### src/rtl/csi2_tx_packetizer_if.sv
// Request, pixel and lane-side signals of the CSI-2 transmit packetizer.
// The packetizer itself is the slave; the frame/pixel source and the PHY
// glue together form the master side.
interface csi2_tx_packetizer_if;
  logic        fs_req;
  logic        line_req;
  logic        fe_req;
  logic [15:0] pix_data;
  logic        pix_valid;
  logic        pix_ready;
  logic [7:0]  lane0_byte;
  logic [7:0]  lane1_byte;
  logic        hs_req;
  logic        hs_valid;
  logic        busy;
  logic        underrun;
  logic [15:0] frame_num;

  modport master (
    output fs_req, line_req, fe_req, pix_data, pix_valid,
    input  pix_ready, lane0_byte, lane1_byte, hs_req, hs_valid,
           busy, underrun, frame_num
  );

  modport slave (
    input  fs_req, line_req, fe_req, pix_data, pix_valid,
    output pix_ready, lane0_byte, lane1_byte, hs_req, hs_valid,
           busy, underrun, frame_num
  );
endinterface

### src/rtl/csi2_tx_packetizer.sv
// Two-lane MIPI CSI-2 HS packet transmitter in the byte clock domain.
// Builds FS/FE short packets and RAW long packets: HS prepare, sync byte,
// header with ECC, payload with CRC-16, then trail, one byte per lane per cycle.
module csi2_tx_packetizer #(
  parameter int unsigned LINE_BYTES      = 1280,
  parameter logic [7:0]  DATA_TYPE       = 8'h2A,
  parameter logic [1:0]  VC              = 2'd0,
  parameter int unsigned HS_PREP_CYCLES  = 4,
  parameter int unsigned HS_TRAIL_CYCLES = 4
) (
  input logic                 sys_clk,
  input logic                 reset,
  csi2_tx_packetizer_if.slave tx_if
);

  typedef enum logic [2:0] {
    ST_IDLE    = 3'd0,
    ST_PREP    = 3'd1,
    ST_SYNC    = 3'd2,
    ST_HDR0    = 3'd3,
    ST_HDR1    = 3'd4,
    ST_PAYLOAD = 3'd5,
    ST_CRC     = 3'd6,
    ST_TRAIL   = 3'd7
  } state_e;

  localparam logic [15:0] PREP_LAST  = 16'(HS_PREP_CYCLES - 1);
  localparam logic [15:0] TRAIL_LAST = 16'(HS_TRAIL_CYCLES - 1);
  localparam logic [15:0] PAY_LAST   = 16'(LINE_BYTES / 2 - 1);
  localparam logic [15:0] WC_LONG    = 16'(LINE_BYTES);
  localparam logic [7:0]  DI_FS      = {VC, 6'h00};
  localparam logic [7:0]  DI_FE      = {VC, 6'h01};
  localparam logic [7:0]  DI_LONG    = {VC, DATA_TYPE[5:0]};
  localparam logic [7:0]  SYNC_BYTE  = 8'hB8;

  // CSI-2 header ECC: 6-bit Hamming over {WC, DI}, DI[0] is D0.
  function automatic logic [7:0] ecc_calc(input logic [23:0] d);
    logic [5:0] p;
    p[0] = d[0]^d[1]^d[2]^d[4]^d[5]^d[7]^d[10]^d[11]^d[13]^d[16]^d[20]^d[21]^d[22]^d[23];
    p[1] = d[0]^d[1]^d[3]^d[4]^d[6]^d[8]^d[10]^d[12]^d[14]^d[17]^d[20]^d[21]^d[22]^d[23];
    p[2] = d[0]^d[2]^d[3]^d[5]^d[6]^d[9]^d[11]^d[12]^d[15]^d[18]^d[20]^d[21]^d[22];
    p[3] = d[1]^d[2]^d[3]^d[7]^d[8]^d[9]^d[13]^d[14]^d[15]^d[19]^d[20]^d[21]^d[23];
    p[4] = d[4]^d[5]^d[6]^d[7]^d[8]^d[9]^d[16]^d[17]^d[18]^d[19]^d[20]^d[22]^d[23];
    p[5] = d[10]^d[11]^d[12]^d[13]^d[14]^d[15]^d[16]^d[17]^d[18]^d[19]^d[21]^d[22]^d[23];
    return {2'b00, p};
  endfunction

  // Reflected CRC-16 (0x8408) advanced by one byte, LSB first.
  function automatic logic [15:0] crc16_byte(input logic [15:0] crc_in, input logic [7:0] data);
    logic [15:0] c;
    c = crc_in;
    for (int i = 0; i < 8; i++) begin
      if ((c[0] ^ data[i]) == 1'b1) begin
        c = (c >> 1) ^ 16'h8408;
      end else begin
        c = c >> 1;
      end
    end
    return c;
  endfunction

  state_e      state_q;
  logic [15:0] cnt_q;
  logic [2:0]  pend_q;       // {fe, line, fs}
  logic [7:0]  di_q;
  logic [15:0] wc_q;
  logic        is_long_q;
  logic [15:0] crc_q;
  logic [15:0] frame_num_q;
  logic        hs_req_q;
  logic        hs_valid_q;
  logic        pix_ready_q;
  logic        busy_q;
  logic        underrun_q;
  logic [7:0]  lane0_q;
  logic [7:0]  lane1_q;

  logic [2:0]  pend_eff_s;
  logic [7:0]  pay0_s;
  logic [7:0]  pay1_s;
  logic [15:0] crc_next_s;
  logic [7:0]  ecc_s;
  logic [15:0] fn_inc_s;

  // A request pulse arriving while idle is serviced on the same edge it is seen.
  assign pend_eff_s = pend_q | {tx_if.fe_req, tx_if.line_req, tx_if.fs_req};
  // Missing pixel words are replaced by zero bytes so the burst never stalls.
  assign pay0_s     = tx_if.pix_valid ? tx_if.pix_data[7:0]  : 8'h00;
  assign pay1_s     = tx_if.pix_valid ? tx_if.pix_data[15:8] : 8'h00;
  assign crc_next_s = crc16_byte(crc16_byte(crc_q, pay0_s), pay1_s);
  assign ecc_s      = ecc_calc({wc_q, di_q});
  // Frame number 0 is reserved, so the counter skips it on wrap.
  assign fn_inc_s   = (frame_num_q == 16'hFFFF) ? 16'h0001 : (frame_num_q + 16'h0001);

  // Packet sequencer: state, counters, header/CRC registers and registered outputs.
  always_ff @(posedge sys_clk or negedge reset) begin
    if (!reset) begin
      state_q     <= ST_IDLE;
      cnt_q       <= 16'h0000;
      pend_q      <= 3'b000;
      di_q        <= 8'h00;
      wc_q        <= 16'h0000;
      is_long_q   <= 1'b0;
      crc_q       <= 16'hFFFF;
      frame_num_q <= 16'h0000;
      hs_req_q    <= 1'b0;
      hs_valid_q  <= 1'b0;
      pix_ready_q <= 1'b0;
      busy_q      <= 1'b0;
      underrun_q  <= 1'b0;
      lane0_q     <= 8'h00;
      lane1_q     <= 8'h00;
    end else begin
      pend_q <= pend_eff_s;
      case (state_q)
        ST_IDLE: begin
          if (pend_eff_s != 3'b000) begin
            state_q  <= ST_PREP;
            cnt_q    <= PREP_LAST;
            hs_req_q <= 1'b1;
            busy_q   <= 1'b1;
          end
          if (pend_eff_s[0]) begin
            frame_num_q <= fn_inc_s;
            di_q        <= DI_FS;
            wc_q        <= fn_inc_s;
            is_long_q   <= 1'b0;
            pend_q      <= pend_eff_s & 3'b110;
          end else if (pend_eff_s[1]) begin
            di_q      <= DI_LONG;
            wc_q      <= WC_LONG;
            is_long_q <= 1'b1;
            pend_q    <= pend_eff_s & 3'b101;
          end else if (pend_eff_s[2]) begin
            di_q      <= DI_FE;
            wc_q      <= frame_num_q;
            is_long_q <= 1'b0;
            pend_q    <= pend_eff_s & 3'b011;
          end
        end
        ST_PREP: begin
          if (cnt_q == 16'h0000) begin
            state_q    <= ST_SYNC;
            hs_valid_q <= 1'b1;
            lane0_q    <= SYNC_BYTE;
            lane1_q    <= SYNC_BYTE;
          end else begin
            cnt_q <= cnt_q - 16'h0001;
          end
        end
        ST_SYNC: begin
          state_q <= ST_HDR0;
          lane0_q <= di_q;
          lane1_q <= wc_q[7:0];
        end
        ST_HDR0: begin
          state_q <= ST_HDR1;
          lane0_q <= wc_q[15:8];
          lane1_q <= ecc_s;
        end
        ST_HDR1: begin
          crc_q <= 16'hFFFF;
          if (is_long_q) begin
            state_q     <= ST_PAYLOAD;
            cnt_q       <= PAY_LAST;
            pix_ready_q <= 1'b1;
            lane0_q     <= 8'h00;
            lane1_q     <= 8'h00;
          end else begin
            state_q <= ST_TRAIL;
            cnt_q   <= TRAIL_LAST;
            lane0_q <= {8{~lane0_q[7]}};
            lane1_q <= {8{~lane1_q[7]}};
          end
        end
        ST_PAYLOAD: begin
          crc_q <= crc_next_s;
          if (!tx_if.pix_valid) begin
            underrun_q <= 1'b1;
          end
          if (cnt_q == 16'h0000) begin
            state_q     <= ST_CRC;
            pix_ready_q <= 1'b0;
            lane0_q     <= crc_next_s[7:0];
            lane1_q     <= crc_next_s[15:8];
          end else begin
            cnt_q <= cnt_q - 16'h0001;
          end
        end
        ST_CRC: begin
          state_q <= ST_TRAIL;
          cnt_q   <= TRAIL_LAST;
          lane0_q <= {8{~lane0_q[7]}};
          lane1_q <= {8{~lane1_q[7]}};
        end
        ST_TRAIL: begin
          if (cnt_q == 16'h0000) begin
            state_q    <= ST_IDLE;
            hs_req_q   <= 1'b0;
            hs_valid_q <= 1'b0;
            busy_q     <= 1'b0;
            lane0_q    <= 8'h00;
            lane1_q    <= 8'h00;
          end else begin
            cnt_q <= cnt_q - 16'h0001;
          end
        end
        default: begin
          state_q     <= ST_IDLE;
          hs_req_q    <= 1'b0;
          hs_valid_q  <= 1'b0;
          pix_ready_q <= 1'b0;
          busy_q      <= 1'b0;
          lane0_q     <= 8'h00;
          lane1_q     <= 8'h00;
        end
      endcase
    end
  end

  // Payload bytes go straight from the pixel word to the lanes in the cycle it is consumed.
  assign tx_if.lane0_byte = (state_q == ST_PAYLOAD) ? pay0_s : lane0_q;
  assign tx_if.lane1_byte = (state_q == ST_PAYLOAD) ? pay1_s : lane1_q;
  assign tx_if.pix_ready  = pix_ready_q;
  assign tx_if.hs_req     = hs_req_q;
  assign tx_if.hs_valid   = hs_valid_q;
  assign tx_if.busy       = busy_q;
  assign tx_if.underrun   = underrun_q;
  assign tx_if.frame_num  = frame_num_q;

endmodule
### src/flat_wrapper.sv
// flat-port wrapper written by rule: the top's interface ports become plain ports
module csi2_tx_packetizer_flat 
#(
  parameter int unsigned LINE_BYTES      = 1280,
  parameter logic [7:0]  DATA_TYPE       = 8'h2A,
  parameter logic [1:0]  VC              = 2'd0,
  parameter int unsigned HS_PREP_CYCLES  = 4,
  parameter int unsigned HS_TRAIL_CYCLES = 4
)
  (sys_clk, reset, tx_if_fs_req, tx_if_line_req, tx_if_fe_req, tx_if_pix_data, tx_if_pix_valid, tx_if_pix_ready, tx_if_lane0_byte, tx_if_lane1_byte, tx_if_hs_req, tx_if_hs_valid, tx_if_busy, tx_if_underrun, tx_if_frame_num);
  csi2_tx_packetizer_if tx_if_i ();
  input logic sys_clk;
  input logic reset;
  input wire logic [$bits(tx_if_i.fs_req)-1:0] tx_if_fs_req;
  input wire logic [$bits(tx_if_i.line_req)-1:0] tx_if_line_req;
  input wire logic [$bits(tx_if_i.fe_req)-1:0] tx_if_fe_req;
  input wire logic [$bits(tx_if_i.pix_data)-1:0] tx_if_pix_data;
  input wire logic [$bits(tx_if_i.pix_valid)-1:0] tx_if_pix_valid;
  output wire logic [$bits(tx_if_i.pix_ready)-1:0] tx_if_pix_ready;
  output wire logic [$bits(tx_if_i.lane0_byte)-1:0] tx_if_lane0_byte;
  output wire logic [$bits(tx_if_i.lane1_byte)-1:0] tx_if_lane1_byte;
  output wire logic [$bits(tx_if_i.hs_req)-1:0] tx_if_hs_req;
  output wire logic [$bits(tx_if_i.hs_valid)-1:0] tx_if_hs_valid;
  output wire logic [$bits(tx_if_i.busy)-1:0] tx_if_busy;
  output wire logic [$bits(tx_if_i.underrun)-1:0] tx_if_underrun;
  output wire logic [$bits(tx_if_i.frame_num)-1:0] tx_if_frame_num;
  assign tx_if_i.fs_req = tx_if_fs_req;
  assign tx_if_i.line_req = tx_if_line_req;
  assign tx_if_i.fe_req = tx_if_fe_req;
  assign tx_if_i.pix_data = tx_if_pix_data;
  assign tx_if_i.pix_valid = tx_if_pix_valid;
  assign tx_if_pix_ready = tx_if_i.pix_ready;
  assign tx_if_lane0_byte = tx_if_i.lane0_byte;
  assign tx_if_lane1_byte = tx_if_i.lane1_byte;
  assign tx_if_hs_req = tx_if_i.hs_req;
  assign tx_if_hs_valid = tx_if_i.hs_valid;
  assign tx_if_busy = tx_if_i.busy;
  assign tx_if_underrun = tx_if_i.underrun;
  assign tx_if_frame_num = tx_if_i.frame_num;
  csi2_tx_packetizer #(.LINE_BYTES(LINE_BYTES), .DATA_TYPE(DATA_TYPE), .VC(VC), .HS_PREP_CYCLES(HS_PREP_CYCLES), .HS_TRAIL_CYCLES(HS_TRAIL_CYCLES)) u_core (.sys_clk(sys_clk), .reset(reset), .tx_if(tx_if_i));
endmodule
### config.mk
export PLATFORM = sky130hd
export DESIGN_NAME = csi2_tx_packetizer_flat
export DESIGN_NICKNAME = d
export VERILOG_FILES = /design/src/rtl/csi2_tx_packetizer_if.sv /design/src/rtl/csi2_tx_packetizer.sv /design/src/flat_wrapper.sv
export SDC_FILE = /design/constraint.sdc
export NUM_CORES = 1
export LEC_CHECK = 0
export CELL_PAD_IN_SITES_DETAIL_PLACEMENT = 1
export CELL_PAD_IN_SITES_GLOBAL_PLACEMENT = 1
export CORE_MARGIN = 3
export CORE_UTILIZATION = 40
export DETAILED_ROUTE_END_ITERATION = 6
export PLACE_DENSITY_LB_ADDON = 0.1
export RECOVER_POWER = 25
export SYNTH_ARGS = -nofsm -noshare
export SYNTH_HDL_FRONTEND = slang
export SYNTH_SLANG_ARGS = --single-unit
### constraint.sdc
create_clock -name sys_clk -period 2.4 [get_ports sys_clk]
set_input_delay 0.24 -clock sys_clk [delete_from_list [all_inputs] [get_ports sys_clk]]
set_output_delay 0.24 -clock sys_clk [all_outputs]
set_load 0.02 [all_outputs]
==> results.ini <==
[clocking]
cts_tree=built
cts_htree_levels=3
clock_sinks=92
numCtsBuffers=9
cts_setup_buffers=0
path_clk_slew_ns=0.07
cts_hold_buffers=0
clk_latency_ns=0.35
cts_root_buf=clkbuf_16
cts.path.max_buffers=2

[power_and_ir_drop]
leakagePower_nw=3.28
power_density_nw_per_um2=1320
peakVddDrop_mv=0.641
p_total_mw=9.80

[place]
detailed_place_hpwl_microns=15100
gp_congestion=0.868
io_buffer_count=58

[floorplanning]
fp.dieW_microns=128
boundaryPins=59
die_y_microns=128
start_util=0.410
die_area_sq_um=16500
core-area_sq_um=14600
rows=44

[timing]
timing.final.max_slew_violations=68
tightest_slew_ns=1.77
setup_tns_ns=0
period_share=0.953
slew_headroom=-0.178
max_freq_mhz=437
fin_skew_ns=0.0107
hold_viol_final=0
setup_viol=0
period_needed_ns=2.29

[cells_and_area]
num_antenna_cells=0
nNetsFinal=810
areaGrowthSynthToFinish_pct=24.5
layout-drive-gt1-share=0.140
post-route-util=0.511

[worst_setup_path]
reg2reg_to=u_core.lane1_q[2]
crit_path_max_fanout=22
endpoint_kind=output pin
crit_required_ns=2.16
critPathCapture=tx_if_lane0_byte[4]
worst_ep_arrival_time_ns=2.05
startpoint_type=flip-flop
crit_type=flip-flop to output pin
timing.critical_path.from=u_core.state_q[2]
r2r.worst_path.cells=8
reg2reg_setup_slack_ns=0.12
r2r-start=u_core.cnt_q[0]

[grt]
track_usage=0.249
antenna_found_initial=0
grt_pass1_wl_microns=32300
overflow=0
grt_max_degree=68
grt_pass1_vias=5923

[logic_synthesis]
synth.cell_area_sq_um=5980
synthCells=696
yosysUniqueCellTypes=70
ys.flop_type=dfrtp_1
avgSynthCellArea_sq_um=8.60
ys_warn_count=0
synth.area.mux_share=0
synth_xor_area_frac=0.182
synth_edf_count=0
synthSimpleGateAreaFrac=0.203
synth_compound_area_frac=0.195
yosysSeqAreaShare=0.388
yosys_register_bits=92
async_flop_share=1.00
syn-num-nets=720
synth_top_family_by_area=simple AND/OR/NAND/NOR gates
synth_fa_ha_area_frac=0.00418

[route]
met1_length_microns=9070
drtIter0Drc=322
avgRoutedWirePerCell_microns=20.2
drt-pass1-iter-count=5
highest_layer=met4
via_count=5520
dr_wl_met2_microns=9710
ant_nets=0
vias_per_cell=5.66
drcViolationCount=0
wirelength_microns=19700
wl_met3_microns=582

[flow_run]
drv_cap=1

[min_path]
min_path_type=input port to asynchronous set/reset pin

[status]
violations=max-capacitance violations, max-slew violations
outcome=complete, but fails checks

-- worst max-delay path: stages, from the launching register on --
cell and delay (ns):
dfrtp_1 0.36, buf_4 0.16, nand2_1 0.09, nor2_2 0.14, buf_12 0.18, nand3_1 0.09, nand2_1 0.06, clkdlybuf4s50_1 0.59
-- flip-flops by register name, indices dropped and copies added (netlist names) --
register,flops
u_core.cnt_q,16
u_core.crc_q,16
u_core.tx_if.frame_num,16
u_core.wc_q,16
u_core.lane0_q,8
u_core.lane1_q,8
u_core.pend_q,3
u_core.state_q,3
u_core.di_q,2
u_core.tx_if.hs_req,1
u_core.tx_if.hs_valid,1
u_core.tx_if.pix_ready,1
u_core.tx_if.underrun,1
-- cell type report --
| class | instances | area, sq um |
|---|---|---|
| Sequential cell | 92 | 2320 |
| Clock inverter | 6 | 61.3 |
| Clock buffer | 10 | 239 |
| Fill cell | 1716 | 7140 |
| Tap cell | 184 | 230 |
| Timing Repair Buffer | 113 | 1040 |
| Multi-Input combinational cell | 562 | 3530 |
| Inverter | 8 | 30.0 |
-- logic make-up (layout without fill, tap and decap cells) --
kind of cell    count (synthesis)  after routing
xor+xnor                       99             99
flops                          92             92
compound gates                196            196
buf+inv                        42            137
fa+ha+maj                       2              2
simple gates                  265            265
-- metal layers --
metal / vias up / track usage
li1: 2626 / -
met1: 2744 / 0.331
met2: 127 / 0.424
met3: 23 / 0.0288
met4: 0 / 0.0818
met5: - / 0
-- repair_timing --
item	4_1_cts	5_1_grt
setup endpoints to repair	7	20
pin swaps	0	0
gates resized for setup	7	15
-- placed cells by master (no fill, tap or decap), types with 23 or more instances in the layout --
cell               n
clkdlybuf4s50_1   43
buf_4             52
dfrtp_1           75
nand3_1           23
xnor2_1           52
nand2_1          105
xor2_1            30
nor2_1            65
o21ai_0           62
a21oi_1           60
-- cell usage after synthesis, drive strengths merged (3+ instances only) --
cell type	number	area [sq um]
nand4	3	18.8
a211oi	4	30.0
dfrtp	76	1900
a21o	3	22.5
or2	5	31.3
o21ai	70	350
o221ai	3	26.3
a21oi	60	300
clkbuf	28	105
a221o	3	30.0
nor2	67	254
nand2	107	404
xor2	30	263
and4	5	43.8
xnor3	12	272
o22ai	3	18.8
nor3	18	95.1
a221oi	4	35.0
buf	6	31.3
and3	6	37.5
inv	7	26.3
o22a	3	27.5
and2	8	50.1
o31ai	6	45.0
dfstp	16	420
nand2b	5	31.3
nor3b	3	27.5
xnor2	56	532
or3	5	31.3
nor4	4	31.3
a31oi	14	87.6
nand3	23	115
-- where the power goes --
group / internal (mW) / switching [mW]
Clock: 0.834 / 0.616
Sequential: 2.12 / 0.489
Combinational: 2.73 / 3.01
Total: 5.69 / 4.11
-- through the flow --
step,hold WS (ns),instances,setup WS (ns),cell area [sq um]
after CTS,0.0250,975,0.000294,7410
final,0.351,975,0.113,7450
after global placement,0.406,959,0.0686,7110
after detailed placement,0.412,959,-0.0603,7110
after global routing,0.482,975,-0.0177,7450
after floorplan,-0.0556,696,0.112,5980
-- how the worst min path moves through the flow --
stage / from / to / slack (ns) / cells after the start
after global routing: reset / u_core.cnt_q[10] / 0.48 / 1
after global placement: reset / u_core.cnt_q[10] / 0.41 / 1
after CTS: reset / u_core.tx_if.pix_ready / 0.03 / 1
final: reset / u_core.cnt_q[10] / 0.35 / 1
after floorplan: reset / u_core.cnt_q[0] / -0.06 / 0
after detailed placement: reset / u_core.tx_if.pix_ready / 0.41 / 1
Note: power is estimated with default switching activity, not from simulation.
